**config.mk**
```make
export PLATFORM = sky130hd
export DESIGN_NAME = wb_arbiter_flat
export DESIGN_NICKNAME = d
export VERILOG_FILES = /design/src/rtl/wb_arbiter_if.sv /design/src/rtl/wb_arbiter.sv /design/src/flat_wrapper.sv
export SDC_FILE = /design/constraint.sdc
export NUM_CORES = 1
export LEC_CHECK = 0
export ABC_CLOCK_PERIOD_IN_PS = 9000
export CORE_MARGIN = 8
export CORE_UTILIZATION = 43
export DETAILED_ROUTE_END_ITERATION = 7
export PLACE_DENSITY_LB_ADDON = 0.08
export SYNTH_ARGS = -nofsm -noshare
export SYNTH_HDL_FRONTEND = slang
export SYNTH_SLANG_ARGS = --single-unit
```
**constraint.sdc**
```tcl
create_clock -name clk -period 9 [get_ports clk]
set_input_delay 1.8 -clock clk [delete_from_list [all_inputs] [get_ports clk]]
set_output_delay 1.8 -clock clk [all_outputs]
set_load 0.03 [all_outputs]
```
**src/rtl/wb_arbiter_if.sv**
```systemverilog
// wb_arbiter_if: bus bundle between the execute/memory result producers,
// the issue logic and the writeback arbiter.
//   alu_*  : ALU result (always accepted, no ready)
//   mem_*  : load result with valid/ready handshake
//   fpu_*  : FPU result with valid/ready handshake
//   iss_*  : issue-side scoreboard query, iss_stall answer
//   w_*    : registered write port towards regf
// slave  = the arbiter side, master = the producers/issue/regf side.
interface wb_arbiter_if;
  logic        alu_valid;
  logic [4:0]  alu_rd;
  logic [31:0] alu_data;

  logic        mem_valid;
  logic        mem_ready;
  logic [4:0]  mem_rd;
  logic [31:0] mem_data;

  logic        fpu_valid;
  logic        fpu_ready;
  logic [4:0]  fpu_rd;
  logic [31:0] fpu_data;

  logic        iss_valid;
  logic [4:0]  iss_rs1;
  logic        iss_rs1_used;
  logic [4:0]  iss_rs2;
  logic        iss_rs2_used;
  logic [4:0]  iss_rd;
  logic        iss_stall;

  logic        w_enable;
  logic [4:0]  w_addr;
  logic [31:0] w_data;

  modport slave (
    input  alu_valid, alu_rd, alu_data,
    input  mem_valid, mem_rd, mem_data,
    output mem_ready,
    input  fpu_valid, fpu_rd, fpu_data,
    output fpu_ready,
    input  iss_valid, iss_rs1, iss_rs1_used, iss_rs2, iss_rs2_used, iss_rd,
    output iss_stall,
    output w_enable, w_addr, w_data
  );

  modport master (
    output alu_valid, alu_rd, alu_data,
    output mem_valid, mem_rd, mem_data,
    input  mem_ready,
    output fpu_valid, fpu_rd, fpu_data,
    input  fpu_ready,
    output iss_valid, iss_rs1, iss_rs1_used, iss_rs2, iss_rs2_used, iss_rd,
    input  iss_stall,
    input  w_enable, w_addr, w_data
  );
endinterface

```
**src/rtl/wb_arbiter.sv**
```systemverilog
// wb_arbiter: merges ALU, load and FPU results into one registered regf
// write per cycle and keeps the destination-register busy scoreboard.
//   clk  : clock
//   rstn : asynchronous active-low reset
//   bus  : wb_arbiter_if.slave (producer handshakes, issue query, write port)
// ALU has fixed top priority. MEM beats FPU unless the FPU has been refused
// for STARVE_MAX consecutive valid cycles.
module wb_arbiter #(
  parameter int unsigned STARVE_MAX = 4
) (
  input  logic         clk,
  input  logic         rstn,
  wb_arbiter_if.slave  bus
);

  localparam logic [3:0] STARVE_TH = 4'(STARVE_MAX);

  logic [3:0]  starve_cnt;
  logic [31:0] busy;
  logic [31:0] busy_next;

  logic        fpu_pri;
  logic        grant_alu, grant_mem, grant_fpu, grant;
  logic [4:0]  win_rd;
  logic [31:0] win_data;
  logic        win_wr;
  logic        iss_take;

  always_comb begin
    fpu_pri   = bus.fpu_valid && (starve_cnt >= STARVE_TH);
    grant_alu = bus.alu_valid;
    grant_mem = 1'b0;
    grant_fpu = 1'b0;
    if (!bus.alu_valid) begin
      if (fpu_pri)            grant_fpu = 1'b1;
      else if (bus.mem_valid) grant_mem = 1'b1;
      else if (bus.fpu_valid) grant_fpu = 1'b1;
    end
  end

  assign grant = grant_alu || grant_mem || grant_fpu;

  always_comb begin
    win_rd   = bus.fpu_rd;
    win_data = bus.fpu_data;
    if (grant_alu) begin
      win_rd   = bus.alu_rd;
      win_data = bus.alu_data;
    end else if (grant_mem) begin
      win_rd   = bus.mem_rd;
      win_data = bus.mem_data;
    end
  end

  assign win_wr = grant && (win_rd != 5'd0);

  // Readies are forced low while reset is asserted so nothing handshakes
  // into a register that is being cleared.
  assign bus.mem_ready = rstn && grant_mem;
  assign bus.fpu_ready = rstn && grant_fpu;

  // busy[0] is held at zero, so x0 never stalls.
  assign bus.iss_stall = bus.iss_valid &&
                         ((bus.iss_rs1_used && busy[bus.iss_rs1]) ||
                          (bus.iss_rs2_used && busy[bus.iss_rs2]) ||
                          ((bus.iss_rd != 5'd0) && busy[bus.iss_rd]));

  assign iss_take = bus.iss_valid && !bus.iss_stall && (bus.iss_rd != 5'd0);

  // Clear first, then set: a new producer issued on the writeback edge of
  // the old one keeps the register busy.
  always_comb begin
    busy_next = busy;
    if (win_wr)   busy_next[win_rd]     = 1'b0;
    if (iss_take) busy_next[bus.iss_rd] = 1'b1;
    busy_next[0] = 1'b0;
  end

  always_ff @(posedge clk or negedge rstn) begin
    if (!rstn) begin
      bus.w_enable <= 1'b0;
      bus.w_addr   <= 5'd0;
      bus.w_data   <= 32'd0;
    end else begin
      bus.w_enable <= win_wr;
      if (grant) begin
        bus.w_addr <= win_rd;
        bus.w_data <= win_data;
      end
    end
  end

  always_ff @(posedge clk or negedge rstn) begin
    if (!rstn) begin
      busy <= 32'd0;
    end else begin
      busy <= busy_next;
    end
  end

  always_ff @(posedge clk or negedge rstn) begin
    if (!rstn) begin
      starve_cnt <= 4'd0;
    end else if (!bus.fpu_valid || grant_fpu) begin
      starve_cnt <= 4'd0;
    end else if (starve_cnt != 4'hF) begin
      starve_cnt <= starve_cnt + 4'd1;
    end
  end

endmodule

```
**src/flat_wrapper.sv**
```systemverilog
// flat-port wrapper written by rule: the top's interface ports become plain ports
module wb_arbiter_flat 
#(
  parameter int unsigned STARVE_MAX = 4
)
  (clk, rstn, bus_alu_valid, bus_alu_rd, bus_alu_data, bus_mem_valid, bus_mem_rd, bus_mem_data, bus_mem_ready, bus_fpu_valid, bus_fpu_rd, bus_fpu_data, bus_fpu_ready, bus_iss_valid, bus_iss_rs1, bus_iss_rs1_used, bus_iss_rs2, bus_iss_rs2_used, bus_iss_rd, bus_iss_stall, bus_w_enable, bus_w_addr, bus_w_data);
  wb_arbiter_if bus_i ();
  input  logic clk;
  input  logic rstn;
  input wire logic [$bits(bus_i.alu_valid)-1:0] bus_alu_valid;
  input wire logic [$bits(bus_i.alu_rd)-1:0] bus_alu_rd;
  input wire logic [$bits(bus_i.alu_data)-1:0] bus_alu_data;
  input wire logic [$bits(bus_i.mem_valid)-1:0] bus_mem_valid;
  input wire logic [$bits(bus_i.mem_rd)-1:0] bus_mem_rd;
  input wire logic [$bits(bus_i.mem_data)-1:0] bus_mem_data;
  output wire logic [$bits(bus_i.mem_ready)-1:0] bus_mem_ready;
  input wire logic [$bits(bus_i.fpu_valid)-1:0] bus_fpu_valid;
  input wire logic [$bits(bus_i.fpu_rd)-1:0] bus_fpu_rd;
  input wire logic [$bits(bus_i.fpu_data)-1:0] bus_fpu_data;
  output wire logic [$bits(bus_i.fpu_ready)-1:0] bus_fpu_ready;
  input wire logic [$bits(bus_i.iss_valid)-1:0] bus_iss_valid;
  input wire logic [$bits(bus_i.iss_rs1)-1:0] bus_iss_rs1;
  input wire logic [$bits(bus_i.iss_rs1_used)-1:0] bus_iss_rs1_used;
  input wire logic [$bits(bus_i.iss_rs2)-1:0] bus_iss_rs2;
  input wire logic [$bits(bus_i.iss_rs2_used)-1:0] bus_iss_rs2_used;
  input wire logic [$bits(bus_i.iss_rd)-1:0] bus_iss_rd;
  output wire logic [$bits(bus_i.iss_stall)-1:0] bus_iss_stall;
  output wire logic [$bits(bus_i.w_enable)-1:0] bus_w_enable;
  output wire logic [$bits(bus_i.w_addr)-1:0] bus_w_addr;
  output wire logic [$bits(bus_i.w_data)-1:0] bus_w_data;
  assign bus_i.alu_valid = bus_alu_valid;
  assign bus_i.alu_rd = bus_alu_rd;
  assign bus_i.alu_data = bus_alu_data;
  assign bus_i.mem_valid = bus_mem_valid;
  assign bus_i.mem_rd = bus_mem_rd;
  assign bus_i.mem_data = bus_mem_data;
  assign bus_mem_ready = bus_i.mem_ready;
  assign bus_i.fpu_valid = bus_fpu_valid;
  assign bus_i.fpu_rd = bus_fpu_rd;
  assign bus_i.fpu_data = bus_fpu_data;
  assign bus_fpu_ready = bus_i.fpu_ready;
  assign bus_i.iss_valid = bus_iss_valid;
  assign bus_i.iss_rs1 = bus_iss_rs1;
  assign bus_i.iss_rs1_used = bus_iss_rs1_used;
  assign bus_i.iss_rs2 = bus_iss_rs2;
  assign bus_i.iss_rs2_used = bus_iss_rs2_used;
  assign bus_i.iss_rd = bus_iss_rd;
  assign bus_iss_stall = bus_i.iss_stall;
  assign bus_w_enable = bus_i.w_enable;
  assign bus_w_addr = bus_i.w_addr;
  assign bus_w_data = bus_i.w_data;
  wb_arbiter #(.STARVE_MAX(STARVE_MAX)) u_core (.clk(clk), .rstn(rstn), .bus(bus_i));
endmodule
```
# Yosys cells after proc, flatten, opt, wreduce, memory -nomap -nowiden

Cells that the tools add are included.

Add/sub/neg operators: 1
Bitwise operators: 3
Reduce and logical (&&, ||, !) cells: 22
Multiplexer cells: 25
$lt $le $gt $ge: 7
Equality and inequality tests: 1

Operator list:

| cell                                                               | count |
|---|---|
| two-way mux 32 bit                                                 | 4 |
| bitwise AND 32 bit                                                 | 1 |
| inverter 32 bit                                                    | 1 |
| OR 32 bit                                                          | 1 |
| < comparator 5 x 6 -> 1 bit (second input constant)                | 4 |
| binary-select mux 1 bit (select 5 bit)                             | 3 |
| logical AND 1 bit                                                  | 12 |
| two-way mux 1 bit                                                  | 12 |
| demux 1 bit (select 5 bit)                                         | 2 |
| greater-or-equal comparator 5 x 1 -> 1 bit (second input constant) | 2 |
| two-way mux 5 bit                                                  | 2 |
| nonzero test 5 bit                                                 | 2 |
| two-way mux 4 bit                                                  | 2 |
| logical OR 1 bit                                                   | 5 |
| adder 4 x 1 -> 4 bit (second input constant)                       | 1 |
| greater-or-equal comparator 4 x 3 -> 1 bit (second input constant) | 1 |
| != test 4 bit (second input constant)                              | 1 |
| zero test 1 bit                                                    | 2 |
| nonzero test 2 bit                                                 | 1 |

Input bits: 134
Output and inout port bits: 41
Word-level logic and storage cells: 64
Register bits: 73

# Depth between registers and ports, before layout

Gate-level depths: netlist of run 1.

Depth after elaboration: 15
Gate-level depth with buffers: 9
Gate-level depth less buffers: 6

# Least setup slack after synthesis of run 1

OpenSTA, ideal clock, no wires.

Kind: input-to-output
Start point: input bus_iss_rs1[0]
End point: output bus_iss_stall
Slack: 3.564 ns
Buffers on the path: 3
Arrival time: 3.636 ns
Stages: 9
Path through: buf_2 > mux4_2 > nor2b_1 > a211oi_1 > a311o_1 > and3_1 > clkbuf_2 > clkbuf_1 > o21a_1

Longest elaborated chain between the ends: 6

Ends and longest elaborated chain:

| item                                    | line               | RTL |
|---|---|---|
| from (decl)                             | flat_wrapper.sv:22 | `input wire logic [$bits(bus_i.iss_rs1)-1:0] bus_iss_rs1;` |
| binary-select mux 1 bit (select 5 bit)  | wb_arbiter.sv:64   | `((bus.iss_rs1_used && busy[bus.iss_rs1]) \|\|` |
| two-way mux 1 bit (not written as such) | wb_arbiter.sv:64   |  |
| logical AND 1 bit                       | wb_arbiter.sv:64   |  |
| logical OR 1 bit                        | wb_arbiter.sv:64   |  |
| logical OR 1 bit                        | wb_arbiter.sv:65   | `(bus.iss_rs2_used && busy[bus.iss_rs2]) \|\|` |
| logical AND 1 bit                       | wb_arbiter.sv:63   | `assign bus.iss_stall = bus.iss_valid &&` |
| to (decl)                               | flat_wrapper.sv:27 | `output wire logic [$bits(bus_i.iss_stall)-1:0] bus_iss_stall;` |

No other way between the ends. The select of a mux whose other input is x is not followed.

# Worst setup path in the final report of run 1

Start point: input bus_iss_rd[0]
End point: output bus_iss_stall

Longest elaborated chain between the ends: 5

Ends and longest elaborated chain:

| item                                    | line               | RTL |
|---|---|---|
| from (decl)                             | flat_wrapper.sv:26 | `input wire logic [$bits(bus_i.iss_rd)-1:0] bus_iss_rd;` |
| binary-select mux 1 bit (select 5 bit)  | wb_arbiter.sv:66   | `((bus.iss_rd != 5'd0) && busy[bus.iss_rd]));` |
| two-way mux 1 bit (not written as such) | wb_arbiter.sv:66   |  |
| logical AND 1 bit *                     | wb_arbiter.sv:66   |  |
| logical OR 1 bit *                      | wb_arbiter.sv:65   |  |
| logical AND 1 bit *                     | wb_arbiter.sv:63   |  |

Mark *: on every way between the ends. The rest lies on a longest branch, timed or not. The select of a mux whose other input is x is not followed.

==> out/metrics.cfg, run 1 <==
[routing]
wl_mm=17.7
firstDrtPassIters=5
drt-wirelength-per-cell_um=21.2
drcViolationCount=0
num_vias=5118
antenna_left=0
drtIter0Drc=389
via_per_inst=6.13

[synthesis]
yosysTopAreaCellShare_pct=38.1
synthFlopType=dfrtp_1
syn-cell-area_um2=4800
synth-edff-count=0
async_flop_share_pct=100
synth.area.top_cells=dfrtp_1 (38%), o21ai_0 (8.5%), nand3b_1 (5.5%)
synthCells=544
ys_ff_latch=73
synth.avg_cell_area_um2=8.82
synth_cell_types=51
yosys_warnings=0
ys_seq_area_share_pct=38.1
yosys.area.top_type=dfrtp_1
syn-num-nets=679

[grt]
track_usage_pct=23.6
grt_overflow=0
grt_first_pass_wirelength_mm=27.7
grt_max_degree=75
grt_pass1_vias=5109
antenna_found_initial=0

[finish]
fin_cells=835
utilization_pct=62.5
drive_gt1_share_pct=8.20
fin_nets=825
diodes=0
area_growth_pct=41.8

[timing]
clock_skew_ns=0.0127
fin_ws_ns=2.21
setup_viol=0
fin_hold_ws_ns=0.483
fin_crit_sh_pct=75.4
fmax_mhz=147
min_period_ns=6.79
rsz0062_at_grt=no
drv_slew=0
fin_tns_setup_ns=0
hold_violations=0
slew_headroom_pct=39.1
worst_pin_slew_ns=0.903

[floorplan]
die_y_um=122
start_util_pct=44.1
core_um2=10900
die_w_um=122
num_rows=38
die_area_um2=14800
io_pins=175

[clock_network]
cts-root-buf=clkbuf_8
htree_levels=3
cts-resized-gates=0
cts.sinks=73
postCtsSetupRepairBufs=0
cts_tree=built
numCtsBuffers=9
clk_latency_ns=0.35
clock_path_buffers=2
postCtsHoldBufs=0
clkTransAtPathRegs_ns=0.07

[pwr]
p_per_area_nw_per_um2=147
ir_drop_mv=0.0822
p_leak_nw=2.55

[place]
pre_cts_ws_ns=2.27
io_buffers=174
gp_congestion=0.952
place_hpwl_mm=13.7
place_inst=819

[hold_path]
min_from=u_core.bus.w_addr[0]$_DFFE_PN0P_
hp-class=register to register

[run_status]
status=finished, final reports clean

[critical_path]
worstSetupPathType=primary input to primary output
crit_required_ns=7.20
crit_start=bus_iss_rd[0]
reg2reg_from=u_core.starve_cnt[2]$_DFFE_PN0P_
end_kind=primary output
crit_path_max_fanout=32
worst_setup_path_start_kind=primary input
crit_arrival_ns=4.99

[flow_run]
maxCapViolCount=0

[Yosys cell counts (all sizes together) (3+ instances only)]
library cell and number:
a211oi 3, a21oi 36, a221oi 4, a31oi 6, and3 4, buf 18
clkbuf 28, dfrtp 73, inv 9, mux2 19, mux2i 14, mux4 9
nand2 47, nand2b 5, nand3 9, nand3b 35, nor2 23, nor2b 3
nor3 7, nor3b 4, o211ai 12, o21ai 82, o22ai 34, o31ai 25
o41ai 7
[cells by family (layout without fill, tap and decap cells)]
family | count (synthesis) | after routing | synth area share [%]
xor gates and xnor gates | 1 | 1 | 0.183
DFF | 73 | 73 | 38.1
AOI/OAI and AO/OA | 223 | 223 | 28.3
buffers and inverters | 55 | 206 | 4.75
and+or+nand+nor | 149 | 149 | 16.8
muxes | 42 | 42 | 11.6
adders and majority gates | 1 | 1 | 0.261
[final timing paths]
path | cells past startpoint | endpoint | slack [ns]
max | 9 | bus_iss_stall | 2.21
max in group asynchronous | 2 | u_core.busy[16]$_DFF_PN0_ | 6.69
max reg2reg | 7 | u_core.busy[7]$_DFF_PN0_ | 6.13
min reg2reg | 2 | u_core.bus.w_addr[0]$_DFFE_PN0P_ | 0.48
min in group asynchronous | 1 | u_core.bus.w_data[4]$_DFFE_PN0P_ | 1.33
min | 2 | u_core.bus.w_addr[0]$_DFFE_PN0P_ | 0.48
[stage by stage]
step,cell area [um2],total power [mW]
floorplan,4800,0.561
global placement,6570,0.711
detailed placement,6570,0.714
CTS,6800,1.01
global route,6800,1.05
finish,6800,1.00
[worst max-delay path, stage by stage]
cell and delay, ns:
clkdlybuf4s50_1 1.04, mux2_2 0.41, a221oi_1 0.28, o21ai_0 0.15, nor3_1 0.16, nand3_1 0.09, buf_4 0.25, o21a_1 0.21
clkdlybuf4s50_1 0.59
[routing by layer]
metal / share of wire (%) / GRT usage, %
met4: 2.2 / 7.86
met3: 10 / 7.77
met2: 48 / 39.6
met1: 39 / 28.1
met5: 0 / 0
[placed cells by master (no fill, tap or decap), types with 8 or more instances in the layout]
cell | synthesis | final
mux4_2 | 9 | 9
o22ai_1 | 34 | 34
a21oi_1 | 36 | 36
nor2_1 | 23 | 23
o31ai_1 | 25 | 25
nand3b_1 | 35 | 35
clkbuf_8 | 0 | 11
nand3_1 | 9 | 9
o21ai_0 | 81 | 81
nand2_1 | 47 | 46
inv_1 | 9 | 8
clkdlybuf4s50_1 | 0 | 173
dfrtp_1 | 73 | 73
o211ai_1 | 12 | 12
mux2i_1 | 14 | 14
mux2_2 | 19 | 19
buf_4 | 1 | 8
[power by group]
part | total, mW | internal [mW] | leakage [nW] | switching (mW)
combinational | 0.303 | 0.149 | 1.54 | 0.155
sequential | 0.408 | 0.366 | 0.900 | 0.0421
clock | 0.291 | 0.170 | 0.115 | 0.121
total | 1.00 | 0.684 | 2.55 | 0.318
[registers in the layout, indices dropped and copies added, names as in the netlist]
signal and count:
u_core.bus.w_data 32, u_core.starve_cnt 4, u_core.busy 31, u_core.bus.w_addr 5, u_core.bus.w_enable 1
[area by class of cell]
class | count | area, um2
fillers | 892 | 4090
multi-input cells | 416 | 2750
flip-flops and latches | 73 | 1830
repair buffers | 181 | 1790
well taps | 140 | 175
clock buffers | 11 | 151
clock inverters | 5 | 77.6
inverters | 9 | 33.8
Note: power is estimated with default switching activity, not from simulation.
==> run 2: changes to the inputs <==
Settings changed: ABC_CLOCK_PERIOD_IN_PS 9000 to 6380.
Clock period 9 ns to 6.38 ns, I/O delays scaled along.
==> run 2 against run 1 <==
Effect of this change: cell count shrank 0.48%; wire length up 2.3%; largest power group unchanged; highest routed layer unchanged; largest cell class unchanged; critical path depth down 1.
==> out/metrics.cfg, run 2 (synthesis gave the netlist of run 1 again) <==
[critical_path]
worstSetupPathType=primary input to primary output
cp_common_cell=clkdlybuf4s50_1
worst_setup_path_start_kind=primary input
end_kind=primary output
crit_chain=clkdlybuf4s50_1, mux4_2, nor3_1, a2111oi_0, a221oi_1, nand3_1, o21a_1, clkdlybuf4s50_1
cpMaxStageDelayCell=clkdlybuf4s50_1
crit_required_ns=5.10  ; -2.10 ns
crit_arrival_ns=4.20  ; -0.79 ns
cp_slowest_stage_delay_ns=0.87  ; -0.17 ns
crit_path_max_fanout=15  ; -53%

[clock_network]
cts-resized-gates=0  ; unchanged
postCtsSetupRepairBufs=0  ; unchanged
cts.sinks=73  ; unchanged
clk_latency_ns=0.35  ; about the same
htree_levels=3  ; unchanged
cts-root-buf=clkbuf_8
clkTransAtPathRegs_ns=0.07  ; about the same
cts_tree=built
numCtsBuffers=9  ; unchanged
postCtsHoldBufs=0  ; unchanged
clock_path_buffers=2  ; unchanged

[routing]
drt-wirelength-per-cell_um=21.8  ; +2.8%
wl_mm=18.1  ; +2.3%
antenna_left=0  ; unchanged
num_vias=5103  ; -0.29%
drcViolationCount=0  ; unchanged
via_per_inst=6.14  ; +0.19%
firstDrtPassIters=5  ; unchanged
drtIter0Drc=494  ; +27%

[grt]
track_usage_pct=24.6  ; +0.97 points
met2_usage_pct=40.4  ; +0.79 points
antenna_found_initial=0  ; unchanged
gr-usage-met3_pct=9.02  ; +1.2 points
grt_max_degree=75  ; unchanged
grt_most_used_layer=met2
grt_first_pass_wirelength_mm=28.6  ; +2.9%
grtUsageMet1_pct=28.4  ; +0.34 points
grt_pass1_vias=5236  ; +2.5%
grt_overflow=0  ; unchanged

[timing]
drv_slew=0  ; unchanged
min_period_ns=5.48
hold_violations=0  ; unchanged
clock_skew_ns=0.0109  ; -0.00185 ns
fin_crit_sh_pct=85.9
setup_viol=0  ; unchanged
slew_headroom_pct=39.2  ; about the same
fin_hold_ws_ns=0.480  ; -0.00276 ns
rsz0062_at_grt=no
fin_tns_setup_ns=0  ; unchanged
worst_pin_slew_ns=0.913  ; +0.00939 ns
fmax_mhz=182

[finish]
layout_commonest_cell=clkdlybuf4s50_1
fin_cells=831  ; -0.48%
diodes=0  ; unchanged
stdcell_area_um2=6710  ; -1.3%
area_growth_pct=39.9
fin_nets=825  ; unchanged
drive_gt1_share_pct=7.53  ; -0.68 points
largest_reg_flops=32  ; unchanged
final_cell_mix=clkdlybuf4s50_1 (173), o21ai_0 (81), dfrtp_1 (73), nand2_1 (46), a21oi_1 (36)
regMostFlops=u_core.bus.w_data
top_regs=u_core.bus.w_data x32, u_core.busy x31, u_core.bus.w_addr x5

[floorplan]
core_um2=10900  ; unchanged
io_pins=175  ; unchanged
die_area_um2=14800  ; unchanged
die_w_um=122  ; unchanged
die_y_um=122  ; unchanged
num_rows=38  ; unchanged
start_util_pct=44.1  ; unchanged

[pwr]
p_per_area_nw_per_um2=193  ; +31%
ir_drop_mv=0.140  ; +71%
p_leak_nw=2.51  ; -1.6%

[place]
place_hpwl_mm=13.8  ; +1.4%
gp_congestion=0.924  ; -2.9%
placed_cell_area_um2=6570  ; unchanged
place_inst=819  ; unchanged
io_buffers=174  ; unchanged

[run_status]
status=finished, final reports clean

[flow_run]
maxCapViolCount=0  ; unchanged

[hold_path]
hp-class=register to register

==> run 2: area by class of cell <==
class / instances / area [um2]
clock buffer: 10 / 128
inverter: 9 / 33.8
sequential: 73 / 1830
tap: 140 / 175
timing repair buffer: 181 / 1790
clock inverter: 2 / 10.0
multi-input combinational: 416 / 2750
fill: 955 / 4180
==> run 2: routing by layer <==
| layer | wire length, um | vias up | part of all wire [%] |
|---|---|---|---|
| met5 | 0 | - | 0 |
| met3 | 1660 | 45 | 9.2 |
| li1 | - | 2370 | - |
| met2 | 8680 | 261 | 48 |
| met1 | 7190 | 2427 | 40 |
| met4 | 563 | 0 | 3.1 |
==> run 2: stage by stage <==
step | worst slack [ns] | total power, mW | util [%]
after CTS | 0.836 | 1.30 | 61.6
after floorplan | 1.99 | 0.791 | -
after global routing | 0.722 | 1.36 | 61.6
after global placement | 0.951 | 1.00 | 60.4
after detailed placement | 0.844 | 1.01 | 60.4
final | 0.899 | 1.30 | 61.6
==> run 2: critical path: cells and delay by family <==
family | cells | cell delay (ns)
buffers and inverters | 2 | 1.54
AOI/OAI and AO/OA | 3 | 0.88
muxes | 1 | 0.32
and+or+nand+nor | 2 | 0.17
==> run 2: final timing paths <==
path / from / end / slack [ns] / cells past startpoint
max reg2reg: u_core.starve_cnt[2]$_DFFE_PN0P_ / u_core.busy[22]$_DFF_PN0_ / 3.45 / 7
min reg2reg: u_core.bus.w_addr[0]$_DFFE_PN0P_ / u_core.bus.w_addr[0]$_DFFE_PN0P_ / 0.48 / 2
max: bus_iss_rs2[1] / bus_iss_stall / 0.90 / 8
max in group asynchronous: rstn / u_core.bus.w_data[22]$_DFFE_PN0P_ / 4.57 / 2
min in group asynchronous: rstn / u_core.bus.w_data[4]$_DFFE_PN0P_ / 0.85 / 1
min: u_core.bus.w_addr[0]$_DFFE_PN0P_ / u_core.bus.w_addr[0]$_DFFE_PN0P_ / 0.48 / 2
==> run 2: where the power goes <==
part	internal, mW	switching (mW)	total [mW]
sequential	0.516	0.0594	0.575
combinational	0.210	0.220	0.430
clock	0.131	0.161	0.292
total	0.857	0.441	1.30
==> run 3: changes to the inputs <==
==> constraint.sdc (replaced) <==
create_clock -name clk -period 6.38 [get_ports clk]
set_input_delay 0.638 -clock clk [delete_from_list [all_inputs] [get_ports clk]]
set_output_delay 0.638 -clock clk [all_outputs]
set_load 0.03 [all_outputs]
==> run 3 against run 2 <==
Effect of this change: register-to-register slack got worse by 0.36 ns; flip-flop and latch count stayed put; design area increased by 0.76%; critical path depth did not move; clock skew rose by 0.0017 ns; worst hold slack lost 0.33 ns; sequential share of layout area shrank 0.21 points; clock power is 33% higher; critical endpoint unchanged; largest power group unchanged; highest routed layer unchanged.
==> out/metrics.cfg, run 3 (synthesis gave the netlist of run 1 again) <==
[timing]
fin_tns_setup_ns=0  ; unchanged
worst_pin_slew_ns=1.13  ; +0.221 ns
slew_headroom_pct=24.4  ; -15 points
setup_viol=0  ; unchanged
fmax_mhz=216  ; +19%
fin_ws_ns=1.76  ; +0.860 ns
min_period_ns=4.62  ; -0.860 ns
fin_hold_ws_ns=0.152  ; -0.328 ns
fin_crit_sh_pct=72.4  ; -13 points
rsz0062_at_grt=no
hold_violations=0  ; unchanged
drv_slew=0  ; unchanged
clock_skew_ns=0.0126  ; +0.00171 ns

[place]
io_buffers=174  ; unchanged
gp_congestion=1.03  ; +11%
pre_cts_ws_ns=1.73  ; +0.890 ns
place_hpwl_mm=13.6  ; -1.6%

[flow_run]
maxCapViolCount=0  ; unchanged

[routing]
wl_mm=17.8  ; -1.6%
drtIter0Drc=418  ; -15%
antenna_left=0  ; unchanged
drcViolationCount=0  ; unchanged
drt-wirelength-per-cell_um=21.4  ; -1.9%
num_vias=5129  ; +0.51%
via_per_inst=6.16  ; +0.27%
firstDrtPassIters=7  ; +2

[clock_network]
cts-resized-gates=0  ; unchanged
cts.sinks=73  ; unchanged
cts_tree=built
cts-root-buf=clkbuf_8
clk_latency_ns=0.34  ; about the same
postCtsSetupRepairBufs=0  ; unchanged
postCtsHoldBufs=0  ; unchanged
numCtsBuffers=9  ; unchanged
htree_levels=3  ; unchanged
clkTransAtPathRegs_ns=0.08  ; about the same
clock_path_buffers=2  ; unchanged

[pwr]
p_int_mw=0.945  ; +10%
comb_power_share_pct=30.7  ; -2.4 points
p_sw_share_pct=32.2  ; -1.7 points
p_leak_nw=2.53  ; +0.71%
ir_drop_mv=0.0953  ; -32%
clockPowerShare_pct=27.9  ; +5.4 points
netSwitchingPower_mw=0.449  ; +1.9%
p_per_area_nw_per_um2=206  ; +6.6%
seq_power_share_pct=41.3  ; -3.0 points

[critical_path]
cpMaxStageDelayCell=clkdlybuf4s50_1
cp_slowest_stage_delay_ns=0.81  ; -0.06 ns
crit_arrival_ns=3.98  ; -0.22 ns
end_kind=primary output
crit_family=buffers and inverters
crit_chain=clkdlybuf4s50_1, mux4_2, nor2_1, a21oi_1, a311o_1, and3_1, o21a_1, clkdlybuf4s50_1
crit_required_ns=5.74  ; +0.64 ns
worst_setup_path_start_kind=primary input
cp_common_cell=clkdlybuf4s50_1
worstSetupPathType=primary input to primary output
crit_path_max_fanout=32  ; +17
path_buf_inv=2  ; unchanged

[finish]
area_growth_pct=40.9
largest_reg_flops=32  ; unchanged
regArea_um2=1830  ; unchanged
multi_input_area_um2=2750  ; unchanged
nFillCells=919  ; -3.8%
final_cell_mix=clkdlybuf4s50_1 (173), o21ai_0 (81), dfrtp_1 (73), nand2_1 (46), a21oi_1 (36)
top_regs=u_core.bus.w_data x32, u_core.busy x31, u_core.bus.w_addr x5
regMostFlops=u_core.bus.w_data
diodes=0  ; unchanged
layout_commonest_cell=clkdlybuf4s50_1
fin_nets=823  ; -0.24%
drive_gt1_share_pct=7.36  ; -0.17 points

[hold_path]
hp-class=primary input to async pin

[grt]
grt_max_degree=76  ; +1.3%
grt_overflow=0  ; unchanged
track_usage_pct=24.0  ; -0.61 points
grt_pass1_vias=5281  ; +0.86%
antenna_found_initial=0  ; unchanged
grt_first_pass_wirelength_mm=28.1  ; -1.6%

[floorplan]
die_area_um2=14800  ; unchanged
io_pins=175  ; unchanged
die_y_um=122  ; unchanged
core_um2=10900  ; unchanged
die_w_um=122  ; unchanged
num_rows=38  ; unchanged
start_util_pct=44.1  ; unchanged

[run_status]
status=finished, final reports clean

[run 3: changes by cell type in the layout (fill, tap and decap cells not counted), sizes merged]
cell,previous run,this run
buf,8,6
bufinv,0,2
clkbuf,10,13
clkinv,2,1
[run 3: cell type report]
class                           count  area share (%)
Clock buffer                       13            2.05
Multi-Input combinational cell    416            40.6
Clock inverter                      3           0.962
Tap cell                          140            2.59
Inverter                            9           0.500
Sequential cell                    73            27.0
Timing Repair Buffer              179            26.3
[run 3: worst reg2reg max path: stages (launching register included)]
cell and delay [ns]:
dfrtp_1 0.47, o21ai_1 0.46, nand2_2 0.67, mux2_2 0.56
a31oi_1 0.67, o21ai_0 0.20, o41ai_1 0.12
[run 3: path summary, 6_finish.rpt]
kind	to	depth (start not counted)	from	slack (ns)
setup / recovery	bus_iss_stall	8	bus_iss_rs1[1]	1.76
hold / removal	u_core.bus.w_data[4]$_DFFE_PN0P_	1	rstn	0.15
setup reg to reg	u_core.busy[7]$_DFF_PN0_	6	u_core.starve_cnt[2]$_DFFE_PN0P_	3.09
hold reg to reg	u_core.bus.w_addr[4]$_DFFE_PN0P_	2	u_core.bus.w_addr[4]$_DFFE_PN0P_	0.50
max in group asynchronous	u_core.busy[5]$_DFF_PN0_	2	rstn	5.21
min in group clk	u_core.bus.w_addr[4]$_DFFE_PN0P_	2	u_core.bus.w_addr[4]$_DFFE_PN0P_	0.50
[run 3: stage by stage]
step / utilization (%) / total power, mW / cell area, um2 / cells
after detailed placement: 60.2 / 1.01 / 6560 / 817
after floorplan: - / 0.791 / 4800 / 544
after global routing: 62.1 / 1.46 / 6760 / 833
after global placement: 60.2 / 1.00 / 6560 / 817
after CTS: 62.1 / 1.40 / 6760 / 833
final: 62.1 / 1.39 / 6760 / 833
[run 3: power groups by stage]
stage	sequential, mW	clock (mW)	combinational (mW)
6_report	0.577	0.389	0.428
4_1_cts	0.574	0.394	0.428
5_1_grt	0.581	0.416	0.463
2_1_floorplan	0.603	0	0.188
3_3_place_gp	0.582	0	0.420
3_5_place_dp	0.581	0	0.427
[run 3: layer usage]
metal | part of all wire, % | track usage, % | vias to the layer above
met5 | 0 | 0 | -
met4 | 3.6 | 10.9 | 0
met3 | 9.9 | 8.65 | 46
met2 | 47 | 39.2 | 279
met1 | 40 | 27.7 | 2430
li1 | - | - | 2374
